`src/rtl/led_ctrl_pkg.sv`:
```
// ---------------------------------------------------------------------------
// led_ctrl_pkg
//   Shared definitions for the running-light controller: mode encodings,
//   the controller state enum and a helper for sizing the step prescaler.
// ---------------------------------------------------------------------------
package led_ctrl_pkg;

  // Mode encodings as applied on MODE (the synchronised SW value).
  localparam logic [1:0] MODE_STOP = 2'd0;
  localparam logic [1:0] MODE_1    = 2'd1;
  localparam logic [1:0] MODE_2    = 2'd2;
  localparam logic [1:0] MODE_3    = 2'd3;

  typedef enum logic [1:0] {
    STOP,
    RUN,
    PAUSE
  } state_e;

  // Largest of three step periods; used to size the prescaler counter.
  function automatic int max3(input int a, input int b, input int c);
    int m;
    m = (a > b) ? a : b;
    return (m > c) ? m : c;
  endfunction

endpackage : led_ctrl_pkg

```
`src/rtl/sw_sync.sv`:
```
// ---------------------------------------------------------------------------
// sw_sync
//   Two-flop synchroniser for a W-bit bus that is asynchronous to clk.
//   Ports:
//     clk      in   sampling clock
//     rst_n    in   asynchronous active-low reset, clears both stages to 0
//     i_d      in   W  asynchronous input
//     o_q      out  W  synchronised value (second stage)
//     o_q_next out  W  first stage: the value o_q loads on the next edge
// ---------------------------------------------------------------------------
module sw_sync #(
  parameter int W = 1
) (
  input  logic         clk,
  input  logic         rst_n,
  input  logic [W-1:0] i_d,
  output logic [W-1:0] o_q,
  output logic [W-1:0] o_q_next
);

  logic [W-1:0] r_meta;
  logic [W-1:0] r_sync;

  // NOTE: both stages are reset so the applied mode starts at a known value
  //       (STOP) instead of whatever the pins happen to show at power-up.
  // NOTE: non-blocking assignments make the two stages a true shift
  //       register; blocking ones would collapse them into a single flop.
  always_ff @(posedge clk or negedge rst_n) begin
    if (!rst_n) begin
      r_meta <= '0;
      r_sync <= '0;
    end else begin
      r_meta <= i_d;
      r_sync <= r_meta;
    end
  end

  assign o_q      = r_sync;
  assign o_q_next = r_meta;

endmodule : sw_sync

```
`src/rtl/led_runner_ctrl.sv`:
```
// ---------------------------------------------------------------------------
// led_runner_ctrl
//   Running-light controller. A single lit LED rotates around an LED_W bank
//   at a rate chosen by the slide switches; DIR selects direction and HOLD
//   pauses the prescaler and the pattern.
//   Ports:
//     SCLK  in   system clock, rising edge
//     RSTN  in   asynchronous active-low reset
//     SW    in   2      mode select (async): 0 stop, 1..3 run at PERIOD_1..3
//     DIR   in   1      0 rotate toward MSB, 1 rotate toward LSB
//     HOLD  in   1      pause
//     LD    out  LED_W  LED pattern, exactly one bit set
//     TICK  out  1      one-cycle pulse coincident with each LD update
//     MODE  out  2      applied (synchronised) mode
// ---------------------------------------------------------------------------
module led_runner_ctrl
  import led_ctrl_pkg::*;
#(
  parameter int LED_W    = 16,
  parameter int PERIOD_1 = 1000,
  parameter int PERIOD_2 = 500,
  parameter int PERIOD_3 = 200
) (
  input  logic             SCLK,
  input  logic             RSTN,
  input  logic [1:0]       SW,
  input  logic             DIR,
  input  logic             HOLD,
  output logic [LED_W-1:0] LD,
  output logic             TICK,
  output logic [1:0]       MODE
);

  localparam int MAX_P = max3(PERIOD_1, PERIOD_2, PERIOD_3);
  localparam int CNT_W = (MAX_P > 1) ? $clog2(MAX_P) : 1;

  // Terminal counts (P-1) for each running mode.
  localparam logic [CNT_W-1:0] TC_1 = CNT_W'(PERIOD_1 - 1);
  localparam logic [CNT_W-1:0] TC_2 = CNT_W'(PERIOD_2 - 1);
  localparam logic [CNT_W-1:0] TC_3 = CNT_W'(PERIOD_3 - 1);

  logic [1:0]       w_sw_next;
  logic             w_mode_chg;
  state_e           w_state;
  logic [CNT_W-1:0] w_tc;
  logic [LED_W-1:0] w_ld_rot;
  logic [CNT_W-1:0] r_cnt;

  sw_sync #(
    .W (2)
  ) u_sw_sync (
    .clk      (SCLK),
    .rst_n    (RSTN),
    .i_d      (SW),
    .o_q      (MODE),
    .o_q_next (w_sw_next)
  );

  // A mode change is flagged in the cycle MODE itself is updated, so the
  // prescaler restarts on the same edge and the first step lands exactly P
  // cycles after MODE takes its new value.
  assign w_mode_chg = (w_sw_next != MODE);

  assign w_ld_rot = DIR ? {LD[0], LD[LED_W-1:1]}
                        : {LD[LED_W-2:0], LD[LED_W-1]};

  // NOTE: every signal gets a default before the decode so no path leaves it
  //       unassigned, which would otherwise infer a latch.
  always_comb begin
    w_state = STOP;
    w_tc    = '0;
    if (MODE != MODE_STOP) begin
      w_state = HOLD ? PAUSE : RUN;
    end
    case (MODE)
      MODE_1:  w_tc = TC_1;
      MODE_2:  w_tc = TC_2;
      MODE_3:  w_tc = TC_3;
      default: w_tc = '0;
    endcase
  end

  always_ff @(posedge SCLK or negedge RSTN) begin
    if (!RSTN) begin
      r_cnt <= '0;
      LD    <= {{(LED_W-1){1'b0}}, 1'b1};
      TICK  <= 1'b0;
    end else begin
      TICK <= 1'b0;
      if (w_mode_chg) begin
        // Mode change wins over a terminal count and over HOLD.
        r_cnt <= '0;
      end else begin
        case (w_state)
          RUN: begin
            if (r_cnt == w_tc) begin
              r_cnt <= '0;
              LD    <= w_ld_rot;
              TICK  <= 1'b1;
            end else begin
              r_cnt <= r_cnt + 1'b1;
            end
          end
          PAUSE: ; // counter and pattern frozen
          default: r_cnt <= '0; // STOP: pattern holds its last value
        endcase
      end
    end
  end

endmodule : led_runner_ctrl

```
`config.mk`:
```
export PLATFORM = sky130hd
export DESIGN_NAME = led_runner_ctrl
export DESIGN_NICKNAME = d
export VERILOG_FILES = /design/src/rtl/led_ctrl_pkg.sv /design/src/rtl/sw_sync.sv /design/src/rtl/led_runner_ctrl.sv
export SDC_FILE = /design/constraint.sdc
export NUM_CORES = 1
export LEC_CHECK = 0
export CAP_MARGIN = 40
export CORE_UTILIZATION = 50
export DETAILED_ROUTE_END_ITERATION = 6
export PLACE_DENSITY = 0.84
export SLEW_MARGIN = 5
export SYNTH_ARGS = -nofsm -noshare
export SYNTH_HDL_FRONTEND = slang
export SYNTH_SLANG_ARGS = --single-unit
```
`constraint.sdc`:
```
create_clock -name SCLK -period 3.3 [get_ports SCLK]
set_input_delay 0.825 -clock SCLK [delete_from_list [all_inputs] [get_ports SCLK]]
set_output_delay 0.825 -clock SCLK [all_outputs]
set_load 0.05 [all_outputs]
```
# After elaboration in Yosys (flattened, before gate mapping)
# Index checks and enable logic that the tools add are counted.
# totals
ramBits	0
memories	0
out_inout_bits	19
wordCells	27
register_bits	31
romBits	0
in_bits	6
latch_bits	0
# classes
div	0
magnitude_cmp	0
bitwise	1
n_shift	0
n_mul	0
addsub	1
n_reduce_logical	2
eq_ne	8
mux	10
# op_table
cell	count
$pmux 10 s3	1
$mux 10	2
$pmux 10 s2	1
$mux 16	1
$add 10x1->10 const B	1
$eq 10x10->1	1
$eq 2x2->1 const B	3
$eq 2x1->1 const B	2
$mux 2	2
$mux 1	3
$reduce_and 3->1	1
$ne 2x2->1	1
$ne 2x2->1 const B	1
$reduce_bool 2->1	1
$not 1->1	1

# Logic depth before layout (Yosys ltp)
# logic_depth
depth_word	6
mapped_depth	8
depth_no_buf	7

# By module
# A second synthesis with hierarchy kept.
# unflattened
cells_unflattened	159
hier_area_um2	1679.1
# modules_own_cells
mod	instances	seq_area_each_um2	area_per_inst_um2	cells_each
led_runner_ctrl	1	676.9	1579.0	155
sw_sync	1	100.1	100.1	4

# Least setup slack after synthesis
# OpenSTA, ideal clock, no wires.
# synth_timing
path_type	flip-flop to flip-flop
from	register u_sw_sync.r_sync[0] (netlist: u_sw_sync.o_q[0])
to	register r_cnt[1]
arrival_ns	2.330
t_required_ns	3.179
setup_ns	0.121
stages_incl_launch_ff	7
slack_ns	0.849
path_buffers	0
period_less_slack_ns	2.451
path_cell_list	dfrtp_1 -> inv_1 -> ha_1 -> or3_1 -> a211oi_4 -> nand3_2 -> a32o_2
# synth_via
elab_chain_len	6
word_cells_on_any_way	14
classes_between	8 x eq/ne; 5 x mux; 1 x reduce/logical
# synth_lines
item	line	rtl
start, declared	sw_sync.sv:22	logic [W-1:0] r_sync;
start signal, assigned	sw_sync.sv:34	r_sync <= r_meta;
$eq 2x2->1 / $eq 2x1->1 (equally long branches)	led_runner_ctrl.sv:75	case (MODE)
$pmux 10 s3	led_runner_ctrl.sv:75	
$eq 10x10->1	led_runner_ctrl.sv:96	if (r_cnt == w_tc) begin
$mux 10	led_runner_ctrl.sv:96	
$pmux 10 s2	led_runner_ctrl.sv:94	case (w_state)
$mux 10	led_runner_ctrl.sv:90	if (w_mode_chg) begin
end signal, assigned	led_runner_ctrl.sv:101	r_cnt <= r_cnt + 1'b1;
end, declared	led_runner_ctrl.sv:47	logic [CNT_W-1:0] r_cnt;
# Parallel ways exist; a longest one is shown, timed or not.
# A chain may end at the register's enable or synchronous reset.

# Worst setup path after layout
# layout_timing
from	register LD[0]
to	output port LD[0]
# layout_lines
item	line	rtl
start, declared	led_runner_ctrl.sv:29	output logic [LED_W-1:0] LD,
start signal, assigned	led_runner_ctrl.sv:86	LD <= {{(LED_W-1){1'b0}}, 1'b1};
start signal, assigned	led_runner_ctrl.sv:98	LD <= w_ld_rot;
# No word-level cell between the ends.

==> results.sh <==
export IMPL_status="completed"
export IMPL_grt_first_pass_wirelength_mm=5.520
export IMPL_fin_nets=197
export IMPL_clock_sinks=31
export IMPL_drtAntennaViolNets=0
export IMPL_htree_levels=2
export IMPL_fin_tns_setup_ps=0
export IMPL_ys_ff_latch=31
export IMPL_required_ps=2470
export IMPL_cts_buffer_depth=2
export IMPL_synth_top_cell_area_share_pct=44.61
export IMPL_tritoncts="done"
export IMPL_hold_start="u_sw_sync.o_q_next[0]$_DFF_PN0_"
export IMPL_crit_buf_inv=1
export IMPL_dr_pass1_iters=4
export IMPL_min_path_type="reg2reg"
export IMPL_relSlewSlack_pct=66.00
export IMPL_clock_latency_ps=330
export IMPL_rsz0062_at_grt="no"
export IMPL_dr_first_iter_drc_count=74
export IMPL_finalHoldViolCount=0
export IMPL_viasPerCell=5.703
export IMPL_grt_max_degree=33
export IMPL_r2r_slack_ps=950
export IMPL_antenna_cells=0
export IMPL_syn_to_final_growth_pct=20.37
export IMPL_grt_usage_pct=21.20
export IMPL_antenna_found_initial=0
export IMPL_synth_edff_count=0
export IMPL_dp_hpwl_mm=2.324
export IMPL_syn_area_um2=1683
export IMPL_synth_area_leader_cell="dfrtp_1"
export IMPL_cp_top_family="buffers and inverters"
export IMPL_reg2regPathDepth=7
export IMPL_yosys_top_cells_count="30 x dfrtp_1, 28 x nand2_1, 19 x mux2i_1, 14 x o21ai_2, 12 x nand3_1"
export IMPL_clkTransAtPathRegs_ps=100
export IMPL_io_buffer_count=24
export IMPL_gp_congestion=0.8434
export IMPL_fin_crit_ps=2518
export IMPL_slowest_delay_ps=800
export IMPL_synthFlopType="dfrtp_1"
export IMPL_postCtsHoldBufs=0
export IMPL_root_buffer="clkbuf_4"
export IMPL_hold_depth=0
export IMPL_startpoint_type="flop"
export IMPL_die_y_um=60.02
export IMPL_r2r_start="u_sw_sync.o_q[0]$_DFF_PN0_"
export IMPL_coreArea_um2=3128
export IMPL_fin_skew_ps=17.18
export IMPL_fp_dieArea_um2=3602
export IMPL_cts_setup_buffers=0
export IMPL_start_util_pct=53.80
export IMPL_crit_type="reg2out"
export IMPL_synth_net_count=168
export IMPL_ys_seq_area_share_pct=46.17
export IMPL_ys_types=34
export IMPL_synth_area_leaders="dfrtp_1 45%, mux2i_1 11%, o21ai_2 7.3%"
export IMPL_peakVddDrop_uv=264.2
export IMPL_synth_most_common_cell="dfrtp_1"
export IMPL_end_kind="primary output"
export IMPL_drc_errors=0
export IMPL_syn_area_per_cell_um2=10.65
export IMPL_wl_per_cell_um=13.77
export IMPL_async_reset_ff_share_pct=100.0
export IMPL_grt_pass1_vias=1293
export IMPL_rows=20
export IMPL_io_pins=25
export IMPL_hold_path_end="u_sw_sync.o_q[0]$_DFF_PN0_"
export IMPL_path_cells="clkdlybuf4s50_1"
export IMPL_layout_drive_gt1_share_pct=18.62
export IMPL_gr_total_overflow=0
export IMPL_critPathMaxFanout=4
export IMPL_syn_inst=158
export IMPL_cap_violations=0
export IMPL_ys_warnings_count=0
export IMPL_routed_wl_mm=3.194
export IMPL_setup_ws_ps=782.0
export IMPL_worst_pin_slew_ps=508.4
export IMPL_clock_fmax_mhz=397.1
export IMPL_r2r_end="r_cnt[6]$_DFFE_PN0P_"
export IMPL_power_density_nw_per_um2=335.7
export IMPL_leakage_nw=0.8644
export IMPL_die_w_um=60.02
export IMPL_setup_viol=0
export IMPL_slew_viol_final=0
export IMPL_arrival_ps=1690
export IMPL_vias=1323
export IMPL_cp_slowest_cell="clkdlybuf4s50_1"
export IMPL_ctsResizeCount=0
export IMPL_dp_slack_ps=852.6
export IMPL_fin_crit_sh_pct=76.30
export IMPL_cts_buffers=5
[layout make-up]
cell class / count / area, um^2
Inverter: 4 / 15.01
Clock buffer: 7 / 55.05
Tap cell: 44 / 55.05
Sequential cell: 31 / 777.0
Clock inverter: 1 / 5.005
Multi-Input combinational cell: 116 / 840.8
Timing Repair Buffer: 29 / 277.8
Fill cell: 264 / 1102
[registers in the layout, summed over array words and instances, names as in the netlist]
register,cells
u_sw_sync.o_q,2
u_sw_sync.o_q_next,2
TICK,1
r_cnt,10
LD,16
[metrics by stage]
step	area, um^2	utilization, %	hold WS [ps]	total power, mW	instances
6_report	2026	64.76	409.9	0.6800	232
3_3_place_gp	1966	62.84	378.7	0.4603	224
2_1_floorplan	1683	-	371.5	0.4366	158
4_1_cts	2026	64.76	415.5	0.6912	232
3_5_place_dp	1966	62.84	391.4	0.4620	224
5_1_grt	2026	64.76	426.2	0.7133	232
[layout by cell type (no fill, tap or decap), types with 2 or more instances in the layout]
cell type	instances
dfrtp_1	30
nand2_1	28
clkdlybuf4s50_1	24
mux2i_1	19
o21ai_2	14
nand3_1	12
xor2_1	6
nor2_1	5
clkbuf_4	5
buf_4	5
inv_1	4
o21ai_1	4
ha_1	4
a31oi_1	3
nand4_1	2
o311ai_1	2
[logic make-up after synthesis]
logic type | count (synthesis) | synth area share, %
and+or+nand+nor | 59 | 18.66
adders and majority gates | 4 | 2.974
DFF | 31 | 46.17
AOI/OAI and AO/OA | 28 | 13.90
muxes | 19 | 11.30
xor gates and xnor gates | 6 | 3.123
buffers and inverters | 11 | 3.865
[report_power, final]
group	internal (mW)	total [mW]	switching (mW)
logic	0.0260	0.0668	0.0407
clock network	0.103	0.226	0.123
registers	0.383	0.388	0.00447
total	0.512	0.680	0.168
[worst max-delay path by stage]
stage | startpoint | endpoint | slack, ps | cells past startpoint
after floorplan | u_sw_sync.o_q[0]$_DFF_PN0_ | r_cnt[1]$_DFFE_PN0P_ | 850 | 6
after global placement | HOLD | r_cnt[3]$_DFFE_PN0P_ | 890 | 5
after detailed placement | HOLD | r_cnt[9]$_DFFE_PN0P_ | 850 | 3
after CTS | LD[0]$_DFFE_PN1P_ | LD[0] | 750 | 1
after global routing | LD[0]$_DFFE_PN1P_ | LD[0] | 710 | 1
final | LD[0]$_DFFE_PN1P_ | LD[0] | 780 | 1
[routing by layer]
metal / wire (um) / share of wire, % / track usage (%) / vias up
li1: - / - / - / 628
met1: 1286 / 40 / 23.64 / 630
met2: 1655 / 52 / 36.35 / 53
met3: 166 / 5.2 / 6.710 / 12
met4: 87 / 2.7 / 10.30 / 0
met5: 0 / 0 / 0 / -
Power figures use the tool's default switching activity.
